`src/rtl/msg_buffer.sv`:
```
// Per-source message buffer: groups an incoming byte stream into messages
// and presents them as a show-ahead byte queue plus a head length.
module msg_buffer #(
  parameter int DEPTH     = 256,
  parameter int LEN_DEPTH = 16,
  parameter int MAX_LEN   = 255,
  parameter int TIMEOUT   = 1000
) (
  input  logic       clk,
  input  logic       rst,
  input  logic [7:0] in_data,
  input  logic       in_valid,
  input  logic       in_last,
  output logic       in_ready,
  output logic       have_msg,
  output logic [7:0] len,
  output logic [7:0] data,
  input  logic       rdreq,
  output logic       err_underflow
);

  localparam int AW = $clog2(DEPTH);
  localparam int LW = $clog2(LEN_DEPTH);
  localparam int IW = (TIMEOUT > 1) ? $clog2(TIMEOUT + 1) : 1;

  logic [7:0]    mem_q  [DEPTH];
  logic [7:0]    lmem_q [LEN_DEPTH];
  logic [AW:0]   wr_q, wr_d, rd_q, rd_d;
  logic [LW:0]   lwr_q, lwr_d, lrd_q, lrd_d;
  logic [7:0]    open_q, open_d;
  logic [7:0]    rdc_q, rdc_d;
  logic [IW-1:0] idle_q, idle_d;
  logic          err_q, err_d;

  logic          byte_empty, byte_full;
  logic          len_empty, len_full;
  logic [AW:0]   byte_cnt;
  logic [8:0]    open_nx;
  logic [7:0]    len_head, push_len;
  logic          accept, pop, fill, close;
  logic          tmo, lpush, lpop;

  always_comb begin
    byte_empty = (wr_q == rd_q);
    byte_full  = (wr_q[AW] != rd_q[AW]) &&
                 (wr_q[AW-1:0] == rd_q[AW-1:0]);
    len_empty  = (lwr_q == lrd_q);
    len_full   = (lwr_q[LW] != lrd_q[LW]) &&
                 (lwr_q[LW-1:0] == lrd_q[LW-1:0]);
    byte_cnt   = wr_q - rd_q;
    len_head   = lmem_q[lrd_q[LW-1:0]];
    in_ready   = !byte_full && !len_full;
    accept     = in_valid && in_ready;
    pop        = rdreq && !byte_empty;
    open_nx    = {1'b0, open_q} + 9'd1;
    // Closing on a filling byte keeps a max-length message from deadlocking
    fill       = (byte_cnt == (AW+1)'(DEPTH - 1)) && !pop;
    close      = accept &&
                 (in_last || (open_nx == 9'(MAX_LEN)) || fill);
    tmo        = !accept && (open_q != 8'd0) && (TIMEOUT != 0) &&
                 (idle_q == IW'(TIMEOUT - 1));
    lpush      = close || tmo;
    push_len   = close ? open_nx[7:0] : open_q;
    lpop       = pop && !len_empty && ((rdc_q + 8'd1) == len_head);

    wr_d   = accept ? wr_q + 1'b1 : wr_q;
    rd_d   = pop ? rd_q + 1'b1 : rd_q;
    lwr_d  = lpush ? lwr_q + 1'b1 : lwr_q;
    lrd_d  = lpop ? lrd_q + 1'b1 : lrd_q;
    err_d  = err_q || (rdreq && byte_empty);

    open_d = open_q;
    if (lpush)       open_d = 8'd0;
    else if (accept) open_d = open_nx[7:0];

    idle_d = idle_q;
    if (accept || tmo)
      idle_d = '0;
    else if (open_q != 8'd0 && TIMEOUT != 0)
      idle_d = idle_q + 1'b1;

    rdc_d = rdc_q;
    if (lpop)     rdc_d = 8'd0;
    else if (pop) rdc_d = rdc_q + 8'd1;

    have_msg      = !len_empty;
    len           = len_empty ? 8'd0 : len_head;
    data          = byte_empty ? 8'd0 : mem_q[rd_q[AW-1:0]];
    err_underflow = err_q;
  end

  always_ff @(posedge clk) begin
    if (accept) mem_q[wr_q[AW-1:0]] <= in_data;
    if (lpush)  lmem_q[lwr_q[LW-1:0]] <= push_len;
  end

  always_ff @(posedge clk) begin
    if (rst) begin
      wr_q   <= '0;
      rd_q   <= '0;
      lwr_q  <= '0;
      lrd_q  <= '0;
      open_q <= '0;
      rdc_q  <= '0;
      idle_q <= '0;
      err_q  <= 1'b0;
    end else begin
      wr_q   <= wr_d;
      rd_q   <= rd_d;
      lwr_q  <= lwr_d;
      lrd_q  <= lrd_d;
      open_q <= open_d;
      rdc_q  <= rdc_d;
      idle_q <= idle_d;
      err_q  <= err_d;
    end
  end

endmodule

```
`config.mk`:
```
export PLATFORM = sky130hd
export DESIGN_NAME = msg_buffer
export DESIGN_NICKNAME = d
export VERILOG_FILES = /design/src/rtl/msg_buffer.sv
export SDC_FILE = /design/constraint.sdc
export NUM_CORES = 2
export LEC_CHECK = 0
export BUFFER_PORTS_ARGS = -buffer_cell sky130_fd_sc_hd__buf_2
export CORE_ASPECT_RATIO = 0.5
export CORE_MARGIN = 2
export CORE_UTILIZATION = 45
export CTS_BUF_LIST = sky130_fd_sc_hd__clkbuf_4 sky130_fd_sc_hd__clkbuf_8
export CTS_CLUSTER_SIZE = 12
export DETAILED_ROUTE_END_ITERATION = 7
export GPL_ROUTABILITY_DRIVEN = 0
export SYNTH_ARGS = -nofsm -noshare
export SYNTH_HDL_FRONTEND = slang
export SYNTH_SLANG_ARGS = --single-unit
export TNS_END_PERCENT = 50
```
`constraint.sdc`:
```
create_clock -name clk -period 4.7 [get_ports clk]
set_clock_uncertainty 0.15 [all_clocks]
set_input_delay 1.41 -clock clk [delete_from_list [all_inputs] [get_ports clk]]
set_output_delay 1.41 -clock clk [all_outputs]
set_load 0.01 [all_outputs]
```
Word level (Yosys, flattened, before mapping)
Memory sizes are Yosys's and may differ from the RTL's. A register that Yosys moved wholly into a read port is not among the register bits.
Cells that the tools add are included.
{"block": "word_totals", "register_bits": 55, "latch_bits": 0, "ramBits": 2176, "rom_bits": 0, "in_bits": 13, "wordCells": 66, "memories": 2}
{"block": "classes", "addsub": 8, "multipliers": 0, "div": 0, "magnitude_cmp": 0, "eq_ne": 10, "n_shift": 0, "muxes": 11, "bitwise_logic": 0, "n_reduce_logical": 27}
{"memory": "mem_q", "depth": 256, "word_bits": 8, "read_ports": 1, "rd_clocked_by_memory_dff": 1, "write_ports": 1, "line_no": "26", "source": "logic [7:0] mem_q [DEPTH];"}
{"memory": "lmem_q", "depth": 16, "word_bits": 8, "read_ports": 1, "rd_clocked_by_memory_dff": 1, "write_ports": 1, "line_no": "27", "source": "logic [7:0] lmem_q [LEN_DEPTH];"}
{"op": "$mux W8", "count": 5}
{"op": "$add A9 B1 Y9 const B", "count": 2}
{"op": "$eq A9 B8 Y1 const B", "count": 2}
{"op": "$eq A8 B8 Y1", "count": 2}
{"op": "$logic_and A1 B1 Y1", "count": 12}
{"op": "$add A10 B1 Y10 const B", "count": 1}
{"op": "$add A5 B1 Y5 const B", "count": 2}
{"op": "$eq A10 B10 Y1 const B", "count": 1}
{"op": "$add A8 B1 Y9 const B", "count": 1}
{"op": "$eq A9 B9 Y1", "count": 1}
{"op": "$sub A9 B9 Y9", "count": 1}
{"op": "$add A8 B1 Y8 const B", "count": 1}
{"op": "$mux W4", "count": 2}
{"op": "$reduce_bool A8 Y1", "count": 1}
{"op": "$logic_not A1 Y1", "count": 6}
{"op": "$reduce_or A2 Y1", "count": 3}
{"op": "$eq A5 B5 Y1", "count": 1}
{"op": "$logic_or A1 B1 Y1", "count": 5}
{"op": "$eq A4 B4 Y1", "count": 1}
{"op": "$mux W1", "count": 4}
{"op": "$ne A1 B1 Y1", "count": 2}

Logic depth before layout (Yosys ltp)
{"block": "logic_depth", "ltp_word": 11, "depth_mapped": 13}

Worst setup path before layout
Ideal clock, no wire load.
{"block": "synth_timing", "path_kind": "flip-flop to output port", "from": "register with a tool-made name", "to": "output data[1]", "arrival_ns": 2.888, "t_required_ns": 3.140, "setup_slack_ns": 0.252, "path_stages_with_launch": 9, "cell_sequence": "dfxtp_1 -> buf_2 -> buf_2 -> buf_1 -> mux4_2 -> mux4_2 -> mux4_2 -> nand3_1 -> nand3_1"}
{"element": "end, declared", "line_no": "17", "source": "output logic [7:0] data,"}

==> out/metrics.yaml <==
ant_nets: 0
dp_hpwl_mm: 129
placed_cell_area_um2: 92600
cts_tree: "done"
grt_pass1_vias: 42700
internal_power_w: 0.0328
synth.distinct_cells: 54
syn_inst: 3906
critPathMaxStageDelay_ns: 0.59
arrival_ns: 4.22
final_core_util: 0.518
via_per_inst: 5.83
r2r_setup_slack_ns: 0.42
yosys.area.top_type: "edfxtp_1"
synth_fp_nets: 3944
fin_crit_ns: 5.78
gr-usage-all-layers: 0.213
vdd_drop_max_v: 0.000226
wl_per_cell_um: 29.3
initialDrtViolationCount: 4726
switchingPower_w: 0.0101
crit_buf_inv: 4
row_count: 114
power_density_nw_per_um2: 429
failed_checks: "setup timing"
syn_area_per_cell_um2: 22.4
synth_edf_count: 2176
hold_path.class: "reg -> reg"
antenna_found_initial: 4
synth_area_leaders: "edfxtp_1, mux4_2, dfxtp_1, nor2_1, clkbuf_1"
synth_top_area_frac: 0.747
grt_first_pass_wirelength_mm: 305
rr_worst_depth: 11
pwr-share-comb: 0.137
die_w_um: 628
synth_ff_type: "edfxtp_1"
core-area_um2: 193000
slowest_stage: "mux4_2"
crit_family: "multiplexers"
reg2reg_from: "wr_q[0]"
seq_area_frac_synth: 0.762
dieArea_um2: 198000
netSwitchingFraction: 0.235
maxCapViolations: 0
hold_buffers: 0
cts_buffer_depth: 4
setup_violations: 8
yosys_warnings: 0
r2r_end: "lmem_q[10][6]"
crit_cells: 9
finalHoldViolCount: 0
rsz0062_at_grt: "yes"
numClockSinks: 2243
fmax_mhz: 173
io_buffers: 31
outcome: "finished with violations"
power_frac_seq: 0.512
start_kind: "flop"
critPathMostFrequentCell: "mux4_2"
fin_nets: 4379
p_clk_frac: 0.352
setup.worst_path.end: "data[0]"
slew_viol_final: 0
grt_max_degree: 139
max_slew_margin: 0.174
chipHeight_um: 316
htreeDepth: 5
insertion_delay_ns: 0.92
power_w: 0.0429
fillers: 14800
routed_wl_mm: 211
cp-end-kind: "primary output"
cts_buffers: 325
vias: 41900
drive_above_1_share: 0.346
finalCritPeriodShare: 1.23
tightest_slew_ns: 1.24
drt_pass1_iterations: 6
cp_cell_sequence: "buf_6 -> buf_12 -> buf_4 -> mux4_2 -> mux4_2 -> mux4_2 -> nand2b_1 -> nand3_4 -> buf_6"
drc: 0
root_buffer: "clkbuf_8"
worstPathMaxFanout: 24
leakagePower_nw: 30.4
place_inst: 6568
final_cell_area_um2: 100000
start_util: 0.453
async_flop_share: 0
num_io_pins: 32
ys_ff_latch: 2243
clkTransAtPathRegs_ns: 0.07
required_ns: 3.14
overflow: 0
syn_area_um2: 87500
area_growth_pct: 14.3
timing.final.ws_setup_ns: -1.08
final_cells: 7190
crit_type: "reg -> out"
-- cells in the final DEF (no fill, tap or decap), types with 5 or more instances in the layout --
master         n
dfxtp_4        5
nand2_1       49
nor2_1       330
buf_6         22
ha_1          24
clkinvlp_4     7
mux4_2       706
clkbuf_8     339
nor3_1        26
nand3_2        8
clkbuf_4     105
inv_1         20
or3_1          5
buf_16        18
xnor2_1       36
a21oi_2        9
mux2i_1        7
nand3_1       38
nor2b_1       22
a21oi_1       15
and2_1         5
clkinv_1      77
nor2b_4        6
bufinv_16      5
nor2_2         7
clkinv_2      27
buf_12        60
buf_2         16
xor2_1        35
bufbuf_16      5
buf_8         13
buf_4        192
nand2b_1      11
edfxtp_1    2176
nand3_4        8
dfxtp_1       59
nand4_1       12
-- power by group through the flow --
stage	logic, W	clock network (W)	registers (W)
2_1_floorplan	0.00320	0	0.0224
3_3_place_gp	0.00518	0	0.0224
3_5_place_dp	0.00524	0	0.0224
4_1_cts	0.00586	0.0154	0.0220
5_1_grt	0.00616	0.0162	0.0220
6_report	0.00587	0.0151	0.0220
-- layer usage --
layer / track usage / part of all wire / vias up
li1: - / - / 17300
met1: 0.319 / 0.44 / 22600
met2: 0.329 / 0.47 / 1718
met3: 0.0382 / 0.075 / 306
met4: 0.0515 / 0.021 / 0
met5: 0 / 0 / -
-- per-stage QoR --
step	worst slack [ns]	hold slack, ns	setup TNS [ns]
final	-1.08	0.354	-8.39
after global routing	-1.17	0.403	-9.24
after floorplan	0.252	0.319	0
after CTS	-1.16	0.355	-9.01
after detailed placement	-0.444	0.345	-2.57
after global placement	-0.475	0.333	-2.82
-- logic make-up (layout without fill, tap and decap cells) --
kind of cell / count (synthesis) / in the layout / share of synthesized area
simple gates: 551 / 551 / 0.0275
mux: 718 / 718 / 0.183
other cells: 0 / 1 / 0
xor+xnor: 71 / 71 / 0.00710
fa+ha+maj: 25 / 25 / 0.00366
compound gates: 56 / 56 / 0.00425
flops: 2243 / 2243 / 0.762
buf+inv: 242 / 915 / 0.0125
-- state kept, by name, indices dropped and copies added, names as in the netlist, named ones only --
signal,count
rd_q,9
lmem_q,128
err_underflow,1
lrd_q,5
rdc_q,8
wr_q,9
lwr_q,5
open_q,8
mem_q,2048
idle_q,10
-- repair_timing --
item,CTS,global route
cloned,12,2
pin swaps,7,2
buffers inserted,29,16
endpoints found under the setup margin,16,10
gates resized for setup,96,12
-- tightest hold or removal path: cells and delay by family (launching register included) --
kind               cells  cell delay (ns)
DFF                    1             0.34
AOI/OAI and AO/OA      1             0.05
and+or+nand+nor        1             0.08
-- Yosys cell counts, drive strengths merged (5+ instances only) --
| library cell | instances |
|---|---|
| inv | 20 |
| or3 | 5 |
| edfxtp | 2176 |
| xnor2 | 36 |
| nor2 | 339 |
| a21oi | 24 |
| mux4 | 706 |
| nor2b | 30 |
| nand3 | 54 |
| buf | 81 |
| nand2b | 13 |
| xor2 | 35 |
| nor3 | 26 |
| clkbuf | 139 |
| mux2i | 8 |
| nand2 | 49 |
| nand4 | 12 |
| ha | 24 |
| dfxtp | 67 |
| and2 | 5 |
-- worst min-delay path by stage --
| stage | startpoint | cells after the start | slack, ns | end |
|---|---|---|---|---|
| after global placement | lwr_q[4] | 2 | 0.33 | lwr_q[4] |
| after CTS | rdc_q[1] | 2 | 0.36 | rdc_q[1] |
| after floorplan | rdc_q[1] | 2 | 0.32 | rdc_q[1] |
| final | rdc_q[1] | 2 | 0.35 | rdc_q[1] |
| after detailed placement | rdc_q[1] | 2 | 0.34 | rdc_q[1] |
| after global routing | rdc_q[1] | 2 | 0.40 | rdc_q[1] |
-- cell type report --
cell class | instances | area (um2) | share of cell area
clock inverter | 121 | 681 | 0.00680
multi-input combinational | 1421 | 20000 | 0.200
tap | 2610 | 3270 | 0.0326
timing repair buffer | 328 | 3870 | 0.0387
antenna | 1 | 2.50 | 0.0000250
sequential | 2243 | 66700 | 0.667
inverter | 22 | 82.6 | 0.000825
clock buffer | 444 | 5450 | 0.0545
(Power assumes the default switching activity.)
